## src/rtl/seq_detect_param_if.sv

```systemverilog
// Bus bundle for the parametrised serial pattern detector.
// Optional macro SEQ_DETECT_MASK_EN adds the cfg_mask signal.
interface seq_detect_param_if #(
  parameter int PAT_W = 5,
  parameter int CNT_W = 8
);
  localparam int FILL_W = $clog2(PAT_W + 1);

  logic              en;
  logic              data_vld;
  logic              data_in;
  logic              ovl_en;
  logic              cfg_we;
  logic [PAT_W-1:0]  cfg_pattern;
`ifdef SEQ_DETECT_MASK_EN
  logic [PAT_W-1:0]  cfg_mask;
`endif
  logic              clr_cnt;
  logic              find_ok;
  logic [CNT_W-1:0]  match_cnt;
  logic [FILL_W-1:0] fill_cnt;

  modport master (
    output en, data_vld, data_in, ovl_en, cfg_we, cfg_pattern,
`ifdef SEQ_DETECT_MASK_EN
    output cfg_mask,
`endif
    output clr_cnt,
    input  find_ok, match_cnt, fill_cnt
  );

  modport slave (
    input  en, data_vld, data_in, ovl_en, cfg_we, cfg_pattern,
`ifdef SEQ_DETECT_MASK_EN
    input  cfg_mask,
`endif
    input  clr_cnt,
    output find_ok, match_cnt, fill_cnt
  );
endinterface

```

## src/rtl/seq_detect_param.sv

```systemverilog
// Serial bit-pattern detector with run-time pattern, overlap mode and saturating match counter.
// Optional macro SEQ_DETECT_MASK_EN enables a per-bit don't-care mask loaded with the pattern.
module seq_detect_param #(
  parameter int               PAT_W    = 5,
  parameter logic [PAT_W-1:0] PAT_INIT = 5'b10010,
  parameter int               CNT_W    = 8
) (
  input logic               clk,
  input logic               rst_n,
  seq_detect_param_if.slave bus
);
  localparam int                FILL_W   = $clog2(PAT_W + 1);
  localparam logic [FILL_W-1:0] FILL_MAX = FILL_W'(PAT_W);
  localparam logic [FILL_W-1:0] FILL_CMP = FILL_W'(PAT_W - 1);
  localparam logic [CNT_W-1:0]  CNT_MAX  = {CNT_W{1'b1}};

  // Only the newest PAT_W-1 bits are stored; the incoming bit completes the window.
  logic [PAT_W-2:0]  hist_q, hist_d;
  logic [PAT_W-1:0]  pat_q, pat_d;
  logic [FILL_W-1:0] fill_q, fill_d;
  logic [CNT_W-1:0]  cnt_q, cnt_d;
  logic              find_q, find_d;
`ifdef SEQ_DETECT_MASK_EN
  logic [PAT_W-1:0]  mask_q, mask_d;
`endif

  logic [PAT_W-1:0] window;
  logic             accept;
  logic             bits_eq;
  logic             match;

  always_comb begin
    // NOTE: every variable gets a default first so no latch can be inferred.
    window  = {hist_q, bus.data_in};
    accept  = bus.en && bus.data_vld && !bus.cfg_we;
`ifdef SEQ_DETECT_MASK_EN
    bits_eq = ((window ^ pat_q) & mask_q) == '0;
`else
    bits_eq = (window == pat_q);
`endif
    match   = accept && bits_eq && (fill_q >= FILL_CMP);

    pat_d  = pat_q;
    hist_d = hist_q;
    fill_d = fill_q;
    cnt_d  = cnt_q;
    find_d = match;
`ifdef SEQ_DETECT_MASK_EN
    mask_d = mask_q;
`endif

    if (bus.cfg_we) begin
      pat_d  = bus.cfg_pattern;
`ifdef SEQ_DETECT_MASK_EN
      mask_d = bus.cfg_mask;
`endif
      hist_d = '0;
      fill_d = '0;
    end else if (accept) begin
      hist_d = window[PAT_W-2:0];
      // Non-overlapping mode restarts the fill so the next match needs PAT_W fresh bits.
      if (match && !bus.ovl_en)
        fill_d = '0;
      else if (fill_q != FILL_MAX)
        fill_d = fill_q + FILL_W'(1);
    end

    if (bus.clr_cnt)
      cnt_d = '0;
    else if (match && cnt_q != CNT_MAX)
      cnt_d = cnt_q + CNT_W'(1);
  end

  always_ff @(posedge clk or negedge rst_n) begin
    if (!rst_n) begin
      pat_q  <= PAT_INIT;
      hist_q <= '0;
      fill_q <= '0;
      cnt_q  <= '0;
      find_q <= 1'b0;
`ifdef SEQ_DETECT_MASK_EN
      mask_q <= '1;
`endif
    end else begin
      // NOTE: non-blocking assignments so every register updates from pre-edge values.
      pat_q  <= pat_d;
      hist_q <= hist_d;
      fill_q <= fill_d;
      cnt_q  <= cnt_d;
      find_q <= find_d;
`ifdef SEQ_DETECT_MASK_EN
      mask_q <= mask_d;
`endif
    end
  end

  assign bus.find_ok   = find_q;
  assign bus.match_cnt = cnt_q;
  assign bus.fill_cnt  = fill_q;
endmodule
```

## src/flat_wrapper.sv

```systemverilog
// flat-port wrapper written by rule: the top's interface ports become plain ports
module seq_detect_param_flat 
#(
  parameter int               PAT_W    = 5,
  parameter logic [PAT_W-1:0] PAT_INIT = 5'b10010,
  parameter int               CNT_W    = 8
)
  (clk, rst_n, bus_en, bus_data_vld, bus_data_in, bus_ovl_en, bus_cfg_we, bus_cfg_pattern, bus_clr_cnt, bus_find_ok, bus_match_cnt, bus_fill_cnt);
  seq_detect_param_if #(.PAT_W(PAT_W), .CNT_W(CNT_W)) bus_i ();
  input logic clk;
  input logic rst_n;
  input wire logic [$bits(bus_i.en)-1:0] bus_en;
  input wire logic [$bits(bus_i.data_vld)-1:0] bus_data_vld;
  input wire logic [$bits(bus_i.data_in)-1:0] bus_data_in;
  input wire logic [$bits(bus_i.ovl_en)-1:0] bus_ovl_en;
  input wire logic [$bits(bus_i.cfg_we)-1:0] bus_cfg_we;
  input wire logic [$bits(bus_i.cfg_pattern)-1:0] bus_cfg_pattern;
  input wire logic [$bits(bus_i.clr_cnt)-1:0] bus_clr_cnt;
  output wire logic [$bits(bus_i.find_ok)-1:0] bus_find_ok;
  output wire logic [$bits(bus_i.match_cnt)-1:0] bus_match_cnt;
  output wire logic [$bits(bus_i.fill_cnt)-1:0] bus_fill_cnt;
  assign bus_i.en = bus_en;
  assign bus_i.data_vld = bus_data_vld;
  assign bus_i.data_in = bus_data_in;
  assign bus_i.ovl_en = bus_ovl_en;
  assign bus_i.cfg_we = bus_cfg_we;
  assign bus_i.cfg_pattern = bus_cfg_pattern;
  assign bus_i.clr_cnt = bus_clr_cnt;
  assign bus_find_ok = bus_i.find_ok;
  assign bus_match_cnt = bus_i.match_cnt;
  assign bus_fill_cnt = bus_i.fill_cnt;
  seq_detect_param #(.PAT_W(PAT_W), .PAT_INIT(PAT_INIT), .CNT_W(CNT_W)) u_core (.clk(clk), .rst_n(rst_n), .bus(bus_i));
endmodule
```

## config.mk

```make
export PLATFORM = sky130hd
export DESIGN_NAME = seq_detect_param_flat
export DESIGN_NICKNAME = d
export VERILOG_FILES = /design/src/rtl/seq_detect_param_if.sv /design/src/rtl/seq_detect_param.sv /design/src/flat_wrapper.sv
export SDC_FILE = /design/constraint.sdc
export NUM_CORES = 1
export LEC_CHECK = 0
export BUFFER_PORTS_ARGS = -buffer_cell sky130_fd_sc_hd__clkbuf_2
export CELL_PAD_IN_SITES_DETAIL_PLACEMENT = 2
export CELL_PAD_IN_SITES_GLOBAL_PLACEMENT = 2
export CORE_MARGIN = 1.5
export CORE_UTILIZATION = 32
export CTS_CLUSTER_DIAMETER = 30
export CTS_CLUSTER_SIZE = 14
export DETAILED_ROUTE_END_ITERATION = 7
export PLACE_DENSITY_LB_ADDON = 0.1
export SLEW_MARGIN = 5
export SYNTH_ARGS = -nofsm -noshare
export SYNTH_HDL_FRONTEND = slang
export SYNTH_SLANG_ARGS = --single-unit
```

## constraint.sdc

```tcl
create_clock -name clk -period 2.4 [get_ports clk]
set_input_delay 0.12 -clock clk [delete_from_list [all_inputs] [get_ports clk]]
set_output_delay 0.12 -clock clk [all_outputs]
set_load 0.02 [all_outputs]
```

==> reports/qor.yml, run 1 <==
layout:
  design_area_mm2: 0.00134
  n_antenna_cell: 0
  layout_common_cells: "clkbuf_2 (24), dfrtp_1 (19), nand2_1 (12)"
  drive_gt1_share_pct: 29.5
  layout.nets: 156
  synthToLayoutAreaGrowth_pct: 19.6
  final_cells: 185
  final_common_cell: "clkbuf_2"
synthesis:
  synth-main-ff-cell: "dfrtp_1"
  yosysSeqAreaShare_pct: 47.2
  synthesis.area_mm2: 0.00112
  syn-instance-count: 111
  syn_avg_cell_area_um2: 10.1
  ys_async_sr_fraction_pct: 100
  synth_edf_count: 0
  synthDistinctLibCells: 29
  yosys_warnings: 0
  syn_nets: 127
  ys_seq_elements: 21
die:
  start_util_pct: 33.6
  dieArea_mm2: 0.00386
  dieHeight_um: 62.2
  io_pins: 25
  coreArea_mm2: 0.00334
  chipWidth_um: 62.2
  num_rows: 21
route:
  wl_um: 2990
  drt_iter0_markers: 14
  vias: 979
  drc: 0
  wl_per_cell_um: 16.2
  ant_nets: 0
  first_pass_iters: 4
  routed_via_density: 5.29
clock_tree:
  cts_buffer_depth: 2
  cts_sinks: 21
  cts_tree: "built"
  cts_max_level: 1
  clock_latency_ns: 0.31
  numCtsBuffers: 3
  cts_resized: 0
  clk_root_buffer_cell: "clkbuf_4"
  path_clk_slew_ns: 0.12
pwr:
  ir_drop_mv: 0.335
  pwr_density_cell_mw_per_mm2: 478
  p_sw_uw: 172
  sequentialPowerShare_pct: 59.2
  leakagePower_uw: 0.000578
  p_int_uw: 468
  swShare_pct: 26.9
  combPwrFrac_pct: 13.1
  power.share.clock_pct: 27.7
sta:
  tightest_slew_ns: 0.561
  fmax_mhz: 476
  hold_ws_ns: 0.0338
  slew_headroom_pct: 62.6
  setup_viol: 0
  rsz0062_at_grt: "false"
  finClkSkew_ns: 0.00155
  hold_viol: 0
  fin_crit_ns: 2.10
  setup_tns_ns: 0
  period_share_pct: 87.4
  final-max-slew-violation-count: 0
worst_setup_path:
  crit_type: "reg -> reg"
  worstPathArrival_ns: 2.31
  crit_path_end_kind: "flop"
  crit_slowest_cell: "dfstp_2"
  critPathBufInv: 0
  critical-path-max-stage-delay_ns: 0.56
  cp-start-kind: "flop"
  crit_fanout: 12
  cpLargestDelayFamily: "simple AND/OR/NAND/NOR gates"
  required_ns: 2.61
  cp_cell_sequence: "xnor2_1 > nand3_1 > nor4b_1 > mux2_2"
placed_design:
  placed_area_mm2: 0.00130
  hpwl_um: 2280
  place.gp.congestion: 0.690
  numPortBuffers: 24
  dp.cells: 180
outcome:
  status: "finished clean"
grt:
  antenna_found_initial: 0
  grtUsageTotal_pct: 17.0
  overflow: 0
  grt_pass1_vias: 1095
  grt_first_pass_wirelength_um: 5340
  grt_max_degree: 22
run:
  max-cap-violations: 0
min_path:
  hold_path.class: "in -> reg"
stage by stage:
step / util [%] / power (uW) / worst slack, ns
after floorplan: - / 434 / 0.534
after global placement: 39.0 / 465 / 0.426
after detailed placement: 39.0 / 470 / 0.292
after CTS: 40.1 / 652 / 0.273
after global routing: 40.1 / 677 / 0.133
final: 40.1 / 640 / 0.301
registers in the layout, indices dropped and copies added (netlist names):
name                  count
u_core.bus.fill_cnt       3
u_core.bus.find_ok        1
u_core.bus.match_cnt      8
u_core.hist_q             4
u_core.pat_q              5
synthesized netlist by cell type (2+ instances only):
library cell / n / area, um^2
a21oi_1: 9 / 45.0
and3_1: 3 / 18.8
buf_2: 2 / 10.0
clkbuf_1: 2 / 7.51
dfrtp_1: 19 / 475
dfstp_2: 2 / 52.6
ha_1: 3 / 37.5
mux2_2: 9 / 101
nand2_1: 12 / 45.0
nand3_1: 5 / 25.0
nand4_1: 2 / 12.5
nand4b_1: 2 / 17.5
nor2_1: 7 / 26.3
nor2b_1: 6 / 37.5
nor3_1: 3 / 15.0
nor4_1: 3 / 18.8
o31ai_1: 4 / 30.0
or4_1: 2 / 15.0
xnor2_1: 6 / 52.6
layer usage:
layer / share of wire (%) / GRT usage (%) / up-vias
li1: - / - / 461
met1: 46 / 21.7 / 495
met2: 49 / 29.3 / 21
met3: 3.8 / 4.17 / 2
met4: 0.67 / 3.33 / 0
met5: 0 / 0 / -
final cells by class:
type                       count  area, um^2
fill                         377        2000
clock buffer                   4        26.3
sequential                    21         528
timing repair buffer          28         153
tap                           46        57.6
multi-input combinational     85         571
inverter                       1        3.75
final timing paths:
kind,slack (ns),cells after the start,start,end
worst max-delay path,0.30,4,u_core.pat_q[1],u_core.bus.match_cnt[2]
worst min-delay path,0.03,2,bus_cfg_pattern[1],u_core.pat_q[1]
worst max register to register,0.30,4,u_core.pat_q[1],u_core.bus.match_cnt[2]
worst min register to register,0.55,1,u_core.pat_q[3],u_core.pat_q[3]
max in group asynchronous,1.71,2,rst_n,u_core.pat_q[1]
min in group asynchronous,0.32,2,rst_n,u_core.bus.fill_cnt[1]
power by group through the flow:
stage,clock network [uW],logic [uW],registers (uW)
final,177,83.7,379
after global routing,202,93.7,382
after CTS,187,85.4,380
after detailed placement,0,83.6,386
after global placement,0,80.1,385
after floorplan,0,47.3,387
cell families after synthesis:
logic type | Yosys count | share of synthesized area (%)
AOI/OAI and AO/OA | 17 | 9.50
and+or+nand+nor | 50 | 24.4
muxes | 9 | 9.05
buffers and inverters | 5 | 1.90
xor gates and xnor gates | 6 | 4.69
DFF | 21 | 47.2
adders and majority gates | 3 | 3.35
what timing repair did:
| item | in CTS | in global routing |
|---|---|---|
| endpoints found under the hold margin | 19 | 0 |
| setup buffers | 0 | 0 |
| hold buffers | 1 | 0 |
Note: power is estimated with default switching activity, not from simulation.
==> run 2, diff against run 1 <==
--- a/config.mk
+++ b/config.mk
@@ -13,6 +13,7 @@
 export CTS_CLUSTER_DIAMETER = 30
 export CTS_CLUSTER_SIZE = 14
 export DETAILED_ROUTE_END_ITERATION = 7
+export GPL_TIMING_DRIVEN = 0
 export PLACE_DENSITY_LB_ADDON = 0.1
 export SLEW_MARGIN = 5
 export SYNTH_ARGS = -nofsm -noshare
==> run 2 against run 1 <==
Against the previous run:
- utilization fell by 0.11 points
- setup slack got worse by 0.038 ns
- die area did not move
- non-clock buffer count up 1
- critical path type unchanged
- clock skew is 0.012 ns higher
- power is 1.1% higher
- design area fell by 0.28%
- flip-flop and latch count is the same
- first-iteration DRC count is 7.1% lower
- largest cell class unchanged
- clock-buffer cell count down 1
==> reports/qor.yml, run 2 (synthesis results as in run 1) <==
layout:
  final_common_cell: "clkbuf_2"  # unchanged
  layout_common_cells: "clkbuf_2 (24), dfrtp_1 (19), nand2_1 (12)"  # unchanged
  synthToLayoutAreaGrowth_pct: 19.2  # was 19.6%
  largest_register_ffs: 8  # unchanged
  fillerInstances: 397  # was 377
  layout.nets: 157  # was 156
  drive_gt1_share_pct: 29.3  # was 29.5%
  design_area_mm2: 0.00134  # about the same
  n_antenna_cell: 0  # unchanged
  post-route-util_pct: 40.0  # was 40.1%
route:
  routed_via_density: 5.27  # was 5.29
  drt_iter0_markers: 13  # was 14
  drc: 0  # unchanged
  ant_nets: 0  # unchanged
  vias: 980  # was 979
  wl_per_cell_um: 15.6  # was 16.2 um
  first_pass_iters: 3  # was 4
  wl_um: 2910  # was 2990 um
min_path:
  hold_path.class: "in -> reg"  # unchanged
die:
  dieHeight_um: 62.2  # unchanged
  start_util_pct: 33.6  # unchanged
  io_pins: 25  # unchanged
  chipWidth_um: 62.2  # unchanged
  dieArea_mm2: 0.00386  # unchanged
  coreArea_mm2: 0.00334  # unchanged
  num_rows: 21  # unchanged
worst_setup_path:
  crit_fanout: 8  # was 12
  critPathBufInv: 0  # unchanged
  rrSetupSlack_ns: 0.26  # was 0.30 ns
  crit_type: "reg -> reg"  # unchanged
  cp_cell_sequence: "ha_1 > nand2_1 > nor3_1 > nor4_1 > mux2_2"  # was xnor2_1 > nand3_1 > nor4b_1 > mux2_2
  required_ns: 2.61  # about the same
  cp-start-kind: "flop"  # unchanged
  cpLargestDelayFamily: "simple AND/OR/NAND/NOR gates"  # unchanged
  crit_path_end_kind: "flop"  # unchanged
  worstPathArrival_ns: 2.34  # was 2.31 ns
  crit_slowest_cell: "nor3_1"  # was dfstp_2
  critical-path-max-stage-delay_ns: 0.69  # was 0.56 ns
placed_design:
  hpwl_um: 2220  # was 2280 um
  place.gp.congestion: 0.753  # was 0.690
  numPortBuffers: 24  # unchanged
  placed_area_mm2: 0.00130  # about the same
sta:
  fin_crit_ns: 2.14  # was 2.10 ns
  setup_viol: 0  # unchanged
  setup_tns_ns: 0  # unchanged
  tightest_slew_ns: 0.889  # was 0.561 ns
  fmax_mhz: 468  # was 476 MHz
  rsz0062_at_grt: "false"  # unchanged
  final-max-slew-violation-count: 0  # unchanged
  slew_headroom_pct: 40.3  # was 62.6%
  finClkSkew_ns: 0.0133  # was 0.00155 ns
  hold_viol: 0  # unchanged
  period_share_pct: 89.0  # was 87.4%
clock_tree:
  cts_max_level: 1  # unchanged
  cts_buffer_depth: 2  # unchanged
  cts_setup_buffers: 0  # unchanged
  path_clk_slew_ns: 0.13  # was 0.12 ns
  cts_resized: 0  # unchanged
  clock_latency_ns: 0.32  # was 0.31 ns
  numCtsBuffers: 3  # unchanged
  clk_root_buffer_cell: "clkbuf_4"  # unchanged
  cts_sinks: 21  # unchanged
  cts_tree: "built"  # unchanged
grt:
  grtUsageTotal_pct: 16.4  # was 17.0%
  grtUsageMet2_pct: 28.4  # was 29.3%
  grt_use_met3_pct: 2.17  # was 4.17%
  busiest_layer: "met2"  # unchanged
  use_met1_pct: 20.2  # was 21.7%
  grt_first_pass_wirelength_um: 5000  # was 5340 um
  grt_max_degree: 22  # unchanged
  antenna_found_initial: 0  # unchanged
  grt_pass1_vias: 1070  # was 1095
  overflow: 0  # unchanged
run:
  max-cap-violations: 0  # unchanged
pwr:
  ir_drop_mv: 0.252  # was 0.335 mV
  pwr_density_cell_mw_per_mm2: 485  # was 478 mW/mm^2
  leakagePower_uw: 0.000577  # was 0.000578 uW
outcome:
  status: "finished clean"  # unchanged
==> run 2: cell count changes in the layout (fill, tap and decap cells not counted), sizes merged <==
cell,change
clkbuf,+1
buf,-1
clkinv,+1
==> run 2: final cells by class <==
| class | count | area (um^2) | area share, % |
|---|---|---|---|
| buffer | 4 | 17.5 | 1.31 |
| clock buffer | 3 | 22.5 | 1.69 |
| clock inverter | 1 | 5.00 | 0.375 |
| inverter | 1 | 3.75 | 0.281 |
| multi-input combinational | 85 | 571 | 42.7 |
| sequential | 21 | 528 | 39.6 |
| tap | 46 | 57.6 | 4.31 |
| timing repair buffer | 25 | 130 | 9.75 |
==> run 2: worst paths after layout <==
kind                       cells past startpoint               startpoint                      end
setup / recovery                               5  u_core.bus.match_cnt[0]  u_core.bus.match_cnt[3]
hold / removal                                 2       bus_cfg_pattern[3]          u_core.pat_q[3]
setup reg to reg                               5  u_core.bus.match_cnt[0]  u_core.bus.match_cnt[3]
hold reg to reg                                1          u_core.pat_q[0]          u_core.pat_q[0]
max in group asynchronous                      2                    rst_n          u_core.pat_q[1]
min in group asynchronous                      2                    rst_n   u_core.bus.fill_cnt[2]
==> run 2: worst register-to-register path: cells and delay by family (launching register included) <==
kind	cells	cell delay (ns)
adder cells (fa/ha/maj)	1	0.27
AND/OR/NAND/NOR	3	0.94
multiplexers	1	0.32
flip-flops	1	0.50
==> run 2: power breakdown <==
group          total, uW  switching, uW  internal, uW
Sequential           379           10.6           369
Combinational       86.3           50.5          35.8
Clock                182            119          62.4
Total                647            180           467
==> run 2: layer usage <==
layer | up-vias | share of wire (%)
met5 | - | 0
met4 | 0 | 2.0
met3 | 5 | 3.1
met2 | 18 | 49
met1 | 493 | 46
li1 | 464 | -
==> run 2: through the flow <==
step	power [uW]	setup slack, ns	instances	hold WS, ns
2_1_floorplan	434	0.534	111	-0.176
3_3_place_gp	468	0.393	181	0.138
3_5_place_dp	473	0.297	181	0.131
4_1_cts	660	0.272	186	0.00592
5_1_grt	689	0.128	186	0.0115
6_report	647	0.263	186	0.0191
==> run 2: timing repair <==
action                                  4_1_cts  5_1_grt
endpoints found under the setup margin        0        0
hold buffers                                  1        0
hold endpoints to repair                     19        0
